`src/rtl/branch_outcome_tracker.sv`:
```
// -----------------------------------------------------------------------------
// branch_outcome_tracker
//
// Resolution-side partner of the local branch predictor. Each prediction made
// at fetch (table index plus predicted direction) is queued in order. When the
// oldest branch resolves in EX, its entry is popped and the predictor table is
// trained through a registered update port. A registered mispredict pulse is
// raised when the actual direction differs from the prediction, and every
// younger (wrong-path) entry is discarded in the same cycle.
//
// Ports:
//   clk, rst          clock, asynchronous active-high reset
//   push              fetch issued a predicted branch this cycle
//   push_idx          predictor index used for that branch
//   push_pred         predicted direction (1 = taken)
//   resolve           oldest in-flight branch resolved this cycle
//   resolve_taken     actual direction of the resolving branch
//   flush             external pipeline flush; discard all entries
//   upd_write         predictor table write strobe (1-cycle pulse)
//   upd_idx           predictor table write index (held between writes)
//   upd_outcome       actual outcome to train with (held between writes)
//   mispredict        1-cycle pulse: resolved branch was mispredicted
//   full, empty       occupancy flags derived from count
//   count             occupancy, 0..DEPTH
//   overflow          sticky: push dropped while full
//   underflow         sticky: resolve seen while empty
// -----------------------------------------------------------------------------
module branch_outcome_tracker #(
   parameter int DEPTH = 4,
   parameter int IDX_W = 10
) (
   input  logic                       clk,
   input  logic                       rst,
   input  logic                       push,
   input  logic [IDX_W-1:0]           push_idx,
   input  logic                       push_pred,
   input  logic                       resolve,
   input  logic                       resolve_taken,
   input  logic                       flush,
   output logic                       upd_write,
   output logic [IDX_W-1:0]           upd_idx,
   output logic                       upd_outcome,
   output logic                       mispredict,
   output logic                       full,
   output logic                       empty,
   output logic [$clog2(DEPTH):0]     count,
   output logic                       overflow,
   output logic                       underflow
);

   localparam int PTR_W = $clog2(DEPTH);
   localparam int CNT_W = PTR_W + 1;
   localparam logic [CNT_W-1:0] DEPTH_C = CNT_W'(DEPTH);

   // Entry storage
   logic [IDX_W-1:0] idx_mem [DEPTH];
   logic             pred_mem [DEPTH];

   // Control state
   logic [PTR_W-1:0] head_q, head_d;
   logic [PTR_W-1:0] tail_q, tail_d;
   logic [CNT_W-1:0] count_q, count_d;
   logic             overflow_q, overflow_d;
   logic             underflow_q, underflow_d;

   // Registered update port
   logic             upd_write_q;
   logic [IDX_W-1:0] upd_idx_q;
   logic             upd_outcome_q;
   logic             mispredict_q;

   // Per-cycle decode
   logic             pop_valid;
   logic             head_pred;
   logic [IDX_W-1:0] head_idx;
   logic             mis;
   logic             squash;
   logic             push_ok;

   assign head_idx  = idx_mem[head_q];
   assign head_pred = pred_mem[head_q];
   assign pop_valid = resolve && (count_q != '0);
   assign mis       = pop_valid && (head_pred != resolve_taken);
   // A mispredict or flush makes any same-cycle push wrong-path.
   assign squash    = mis || flush;
   // When full, a same-cycle pop frees the slot the push needs.
   assign push_ok   = push && !squash && ((count_q != DEPTH_C) || pop_valid);

   // NOTE: every signal written here gets a default first so no path leaves it
   // unassigned; otherwise synthesis infers a latch.
   always_comb begin
      head_d      = head_q;
      tail_d      = tail_q;
      count_d     = count_q;
      overflow_d  = overflow_q;
      underflow_d = underflow_q;

      if (pop_valid) begin
         head_d = head_q + PTR_W'(1);
      end

      if (resolve && (count_q == '0)) begin
         underflow_d = 1'b1;
      end

      // Only a genuine capacity drop counts as overflow, never a squashed push.
      if (push && !squash && !push_ok) begin
         overflow_d = 1'b1;
      end

      if (squash) begin
         // Everything younger than the (possibly popped) head is discarded.
         tail_d  = head_d;
         count_d = '0;
      end else begin
         if (push_ok) begin
            tail_d = tail_q + PTR_W'(1);
         end
         count_d = count_q + CNT_W'(push_ok) - CNT_W'(pop_valid);
      end
   end

   // NOTE: state registers use non-blocking assignments so every flop samples
   // the pre-edge values regardless of statement order.
   always_ff @(posedge clk or posedge rst) begin
      if (rst) begin
         head_q        <= '0;
         tail_q        <= '0;
         count_q       <= '0;
         overflow_q    <= 1'b0;
         underflow_q   <= 1'b0;
         upd_write_q   <= 1'b0;
         upd_idx_q     <= '0;
         upd_outcome_q <= 1'b0;
         mispredict_q  <= 1'b0;
      end else begin
         head_q        <= head_d;
         tail_q        <= tail_d;
         count_q       <= count_d;
         overflow_q    <= overflow_d;
         underflow_q   <= underflow_d;
         upd_write_q   <= pop_valid;
         mispredict_q  <= mis;
         if (pop_valid) begin
            upd_idx_q     <= head_idx;
            upd_outcome_q <= resolve_taken;
         end
      end
   end

   // NOTE: entry storage is deliberately not reset; occupancy is tracked by
   // count, so stale contents are never observed and the array maps to RAM.
   always_ff @(posedge clk) begin
      if (push_ok) begin
         idx_mem[tail_q]  <= push_idx;
         pred_mem[tail_q] <= push_pred;
      end
   end

   assign upd_write   = upd_write_q;
   assign upd_idx     = upd_idx_q;
   assign upd_outcome = upd_outcome_q;
   assign mispredict  = mispredict_q;
   assign count       = count_q;
   assign full        = (count_q == DEPTH_C);
   assign empty       = (count_q == '0);
   assign overflow    = overflow_q;
   assign underflow   = underflow_q;

endmodule

```
`config.mk`:
```
export PLATFORM = sky130hd
export DESIGN_NAME = branch_outcome_tracker
export DESIGN_NICKNAME = d
export VERILOG_FILES = /design/src/rtl/branch_outcome_tracker.sv
export SDC_FILE = /design/constraint.sdc
export NUM_CORES = 1
export LEC_CHECK = 0
export ABC_AREA = 1
export CORE_MARGIN = 3
export CORE_UTILIZATION = 45
export CTS_CLUSTER_SIZE = 12
export DETAILED_ROUTE_END_ITERATION = 12
export PLACE_DENSITY_LB_ADDON = 0.05
export RECOVER_POWER = 25
export SYNTH_ARGS = -nofsm -noshare
export SYNTH_HDL_FRONTEND = slang
export SYNTH_SLANG_ARGS = --single-unit
export TNS_END_PERCENT = 1
```
`constraint.sdc`:
```
create_clock -name clk -period 4.81 [get_ports clk]
set_input_delay 1.2025 -clock clk [delete_from_list [all_inputs] [get_ports clk]]
set_output_delay 1.2025 -clock clk [all_outputs]
set_load 0.02 [all_outputs]
```
# Word level (Yosys, flattened, before mapping)
# Memories as Yosys holds them, arrays and structs flattened. A register that Yosys moved wholly into a read port is not among the register bits.
# Cells that the tools add are included.
# Widths: inputs -> output; s select.
[word_totals]
register_bits = 12
ramBits = 44
inputBits = 17
output_inout_bits = 20
wordCells = 36
memories = 2
[mem_list]
columns = ["memory", "words", "width", "rd", "rd_clocked_by_memory_dff", "wr", "line_no", "source"]
rows = [
  ["idx_mem", 4, 10, 1, 1, 1, "56", "logic [IDX_W-1:0] idx_mem [DEPTH];"],
  ["pred_mem", 4, 1, 1, 0, 1, "57", "logic pred_mem [DEPTH];"],
]
[op_classes]
add_sub_neg = 4
n_eq_ne = 3
n_mux = 6
reduce_logical = 13
[ops]
columns = ["operator", "n"]
rows = [
  ["$logic_and 1x1->1", 6],
  ["$mux 2", 3],
  ["$add 2x1->2 const B", 2],
  ["$add 3x1->3", 1],
  ["$eq 3x3->1 const B", 1],
  ["$logic_not 3->1", 1],
  ["$mux 3", 1],
  ["$ne 3x3->1 const B", 1],
  ["$reduce_bool 3->1", 1],
  ["$sub 3x1->3", 1],
  ["$logic_not 1->1", 2],
  ["$logic_or 1x1->1", 2],
  ["$mux 1", 2],
  ["$reduce_bool 2->1", 1],
  ["$ne 1x1->1", 1],
]

# Depth between registers and ports, before layout
[logic_depth]
depth_word = 10
ltp_mapped = 15

# Worst setup path before layout
# OpenSTA, ideal clock, no wires.
[synth_timing]
kind = "input port to flip-flop"
start = "input resolve"
end = "register count_q[2], in the netlist count[2]"
setup_time_ps = 72
arrival_time_ps = 2517
t_required_ps = 4738
slack_ps = 2221
cell_stages = 12
path_buffers = 0
cell_sequence = "nand2_2 inv_2 nand3_4 nand3_2 inv_2 nand3_1 nand2_1 ha_1 inv_1 fa_1 xor2_1 nor2_1"
[synth_via]
elab_chain_len = 9
word_cells_on_any_way = 10
[synth_rtl]
columns = ["element", "line_no", "source"]
rows = [
  ["start, declared", "37", "input logic resolve,"],
  ["$logic_and 1x1->1 *", "82", "assign pop_valid = resolve && (count_q != '0);"],
  ["$logic_and 1x1->1", "83", "assign mis = pop_valid && (head_pred != resolve_taken);"],
  ["$logic_or 1x1->1", "85", "assign squash = mis || flush;"],
  ["$logic_not 1->1", "87", "assign push_ok = push && !squash && ((count_q != DEPTH_C) || pop_valid);"],
  ["$logic_and 1x1->1 (2 in series)", "87", ""],
  ["$add 3x1->3", "119", "count_d = count_q + CNT_W'(push_ok) - CNT_W'(pop_valid);"],
  ["$sub 3x1->3", "119", ""],
  ["$mux 3 *", "111", "if (squash) begin"],
  ["net count_d[2]", "62", "logic [CNT_W-1:0] count_q, count_d;"],
  ["end signal, assigned", "139", "count_q <= count_d;"],
  ["end, declared", "62", ""],
]
# Mark *: on every way through the listed nets, which the timed path passes. The rest lies on a longest branch.
# A chain may end at the register's enable or synchronous reset.

# Final worst setup path
# Ends and elaborated chain as after synthesis.

==> metrics.cfg <==
[status]
status = finished, final reports clean

[synth]
synth_edf_count = 44
seq_area_frac_synth = 0.693
ys.flop_type = edfxtp_1
synthArstFlopShare = 0.333
yosys-top-cells-area = edfxtp_1 (49%), dfrtp_1 (20%), nor2_1 (7.9%)
synth_top_area_cell = edfxtp_1
synth-compound-area-share = 0.0769
ys_warn_count = 0
yosysTopAreaCellShare = 0.489
ys_ff_latch = 66
synth_simple_gate_area_frac = 0.144
synth-xor-area-share = 0.00973
muxShareOfSynthArea = 0
syn_area_per_cell_um2 = 11.5
synthCells = 234
synthAdderAreaFrac = 0.0306
synth_top_family_by_area = simple AND/OR/NAND/NOR gates
synth_most_common_cell = nor2_1
syn_area_mm2 = 0.00270
ys_types = 25
yosys-top-cells-count = nor2_1 (57), edfxtp_1 (44), dfrtp_1 (22)
synth_nets = 257

[clocking]
clock_latency_ps = 330
numCtsBuffers = 9
clk_pin_slew_ps = 70
max-clock-path-buffers = 2
root_buffer = clkbuf_8
cts_tree = yes
cts_resized = 0
cts.htree.levels = 3
ctsHoldBuffers = 0
cts_setup_buffers = 0
clkSinkCount = 66

[setup_path]
critical_path.max_fanout = 24
path_common_cell = nand2_1
crit_type = in2reg
crit_path_cell_trace = clkdlybuf4s50_1 > nand2_2 > inv_2 > nand3_4 > nand3_2 > nand2_1 > nand2_1 > ha_1 > inv_1 > fa_1 > xor2_1 > nor2_1
reg2reg_from = head_q[1]
cp.required_ps = 5070
rr_worst_depth = 8
critPathCaptureType = flip-flop
cpMaxStageDelayCell = clkdlybuf4s50_1
critPathMaxStageDelay_ps = 510
crit_arrival_ps = 3480
start_kind = input port
critPathLaunch = resolve

[floorplanning]
dieHeight_um = 83.5
fp-row-count = 27
die_width_um = 83.5
start_util = 0.479
die-area_mm2 = 0.00697
coreArea_mm2 = 0.00564
pin_count = 37

[detailed_routing]
wl_per_cell_um = 14.4
drt_iter0_markers = 103
wirelength_um = 5040
drc = 0
vias_per_cell = 4.93
dr.pass1.iters = 4
vias = 1731
ant_nets = 0

[final_layout]
final_nets = 297
num_antenna_cells = 0
final_core_util = 0.583
fin_area_mm2 = 0.00329
nFillCells = 492
syn_to_final_growth_pct = 21.7
drive_gt1_frac = 0.0932

[place]
port_buffers = 36
hpwl_um = 3220
routabilityCongestion = 0.738
place_area_mm2 = 0.00313

[power_and_ir_drop]
peakVddDrop_mv = 0.347
power.density_mw_per_mm2 = 602
p_seq_frac = 0.413
p_leak_nw = 1.28
power_frac_comb = 0.390
sw_frac_of_total = 0.374
clkPwrFrac = 0.196
p_total_mw = 1.98
p_sw_mw = 0.740
p_int_mw = 1.24

[global_routing]
track_usage = 0.164
antenna_found_initial = 0
grt_pass1_wl_um = 8680
grt_pass1_vias = 1781
grt_max_degree = 25
grt_overflow = 0

[timing]
fmax_ghz = 0.311
grt_setup_unrepaired = no
min_period_ps = 3210
slew_headroom = 0.418
tns_ps = 0
clock_skew_ps = 7.19
setup_viol = 0
max_slew.worst_pin.slew_ps = 873
hold_viol = 0
finalMaxSlewViolations = 0
period_share = 0.668

[min_path]
hold_path.class = reg2reg
worstHoldPathCells = 1
hold_path_startpoint = underflow

[flow_run]
cap_violations = 0

critical path, delay by kind of cell:
kind | cells | cell delay (ps)
buffers and inverters | 3 | 900
AND/OR/NAND/NOR | 6 | 700
adder cells (fa/ha/maj) | 2 | 490
XOR/XNOR | 1 | 170
sequential cells by signal (all words and copies together) (netlist names):
signal / flops
tail_q: 2
upd_write: 1
pred_mem: 4
overflow: 1
idx_mem: 40
count: 3
head_q: 2
upd_idx: 10
underflow: 1
mispredict: 1
upd_outcome: 1
cell usage in the layout (no fill, tap or decap), drive strengths merged, types with 10 or more instances in the layout:
cell type	instances
nand3	10
clkbuf	11
dfrtp	22
o21ai	21
inv	24
nand2	20
clkdlybuf4s50	26
a31oi	10
edfxtp	44
nor2	61
dlygate4sd3	10
path summary, 6_finish.rpt:
path | end | slack (ps)
setup / recovery | count[2] | 1600
setup reg to reg | idx_mem[1][6] | 2040
hold / removal | underflow | 460
min in group asynchronous | head_q[0] | 1350
max in group asynchronous | upd_idx[3] | 2910
hold reg to reg | underflow | 460
cell families after synthesis:
kind of cell	count (synthesis)
AND/OR/NAND/NOR	91
flip-flops	66
AO/OA/AOI/OAI	36
buffers and inverters	32
adder cells (fa/ha/maj)	6
XOR/XNOR	3
power groups by stage:
stage | Combinational, mW | Sequential [mW] | Clock, mW
floorplan | 0.436 | 0.889 | 0
global placement | 0.776 | 0.829 | 0
detailed placement | 0.784 | 0.830 | 0
CTS | 0.786 | 0.820 | 0.398
global route | 0.876 | 0.836 | 0.431
finish | 0.772 | 0.817 | 0.388
through the flow:
| step | hold WS [ps] | instances | setup slack [ps] |
|---|---|---|---|
| 5_1_grt | 491 | 351 | 1390 |
| 4_1_cts | 465 | 351 | 1620 |
| 3_5_place_dp | 449 | 335 | 1270 |
| 2_1_floorplan | 498 | 234 | 2220 |
| 6_report | 460 | 351 | 1600 |
| 3_3_place_gp | 444 | 335 | 1330 |
routing by layer:
layer	GRT usage	routed length, µm
met1	0.208	2430
met3	0.0503	204
met2	0.259	2340
met4	0.0746	72
met5	0	0
area by class of cell:
type,count,area (µm²),area share
multi-input combinational,136,706,0.215
sequential,66,1870,0.569
tap,72,90.1,0.0274
timing repair buffer,37,368,0.112
clock inverter,5,20.0,0.00609
inverter,24,90.1,0.0274
clock buffer,11,141,0.0430
Power figures use the tool's default switching activity.
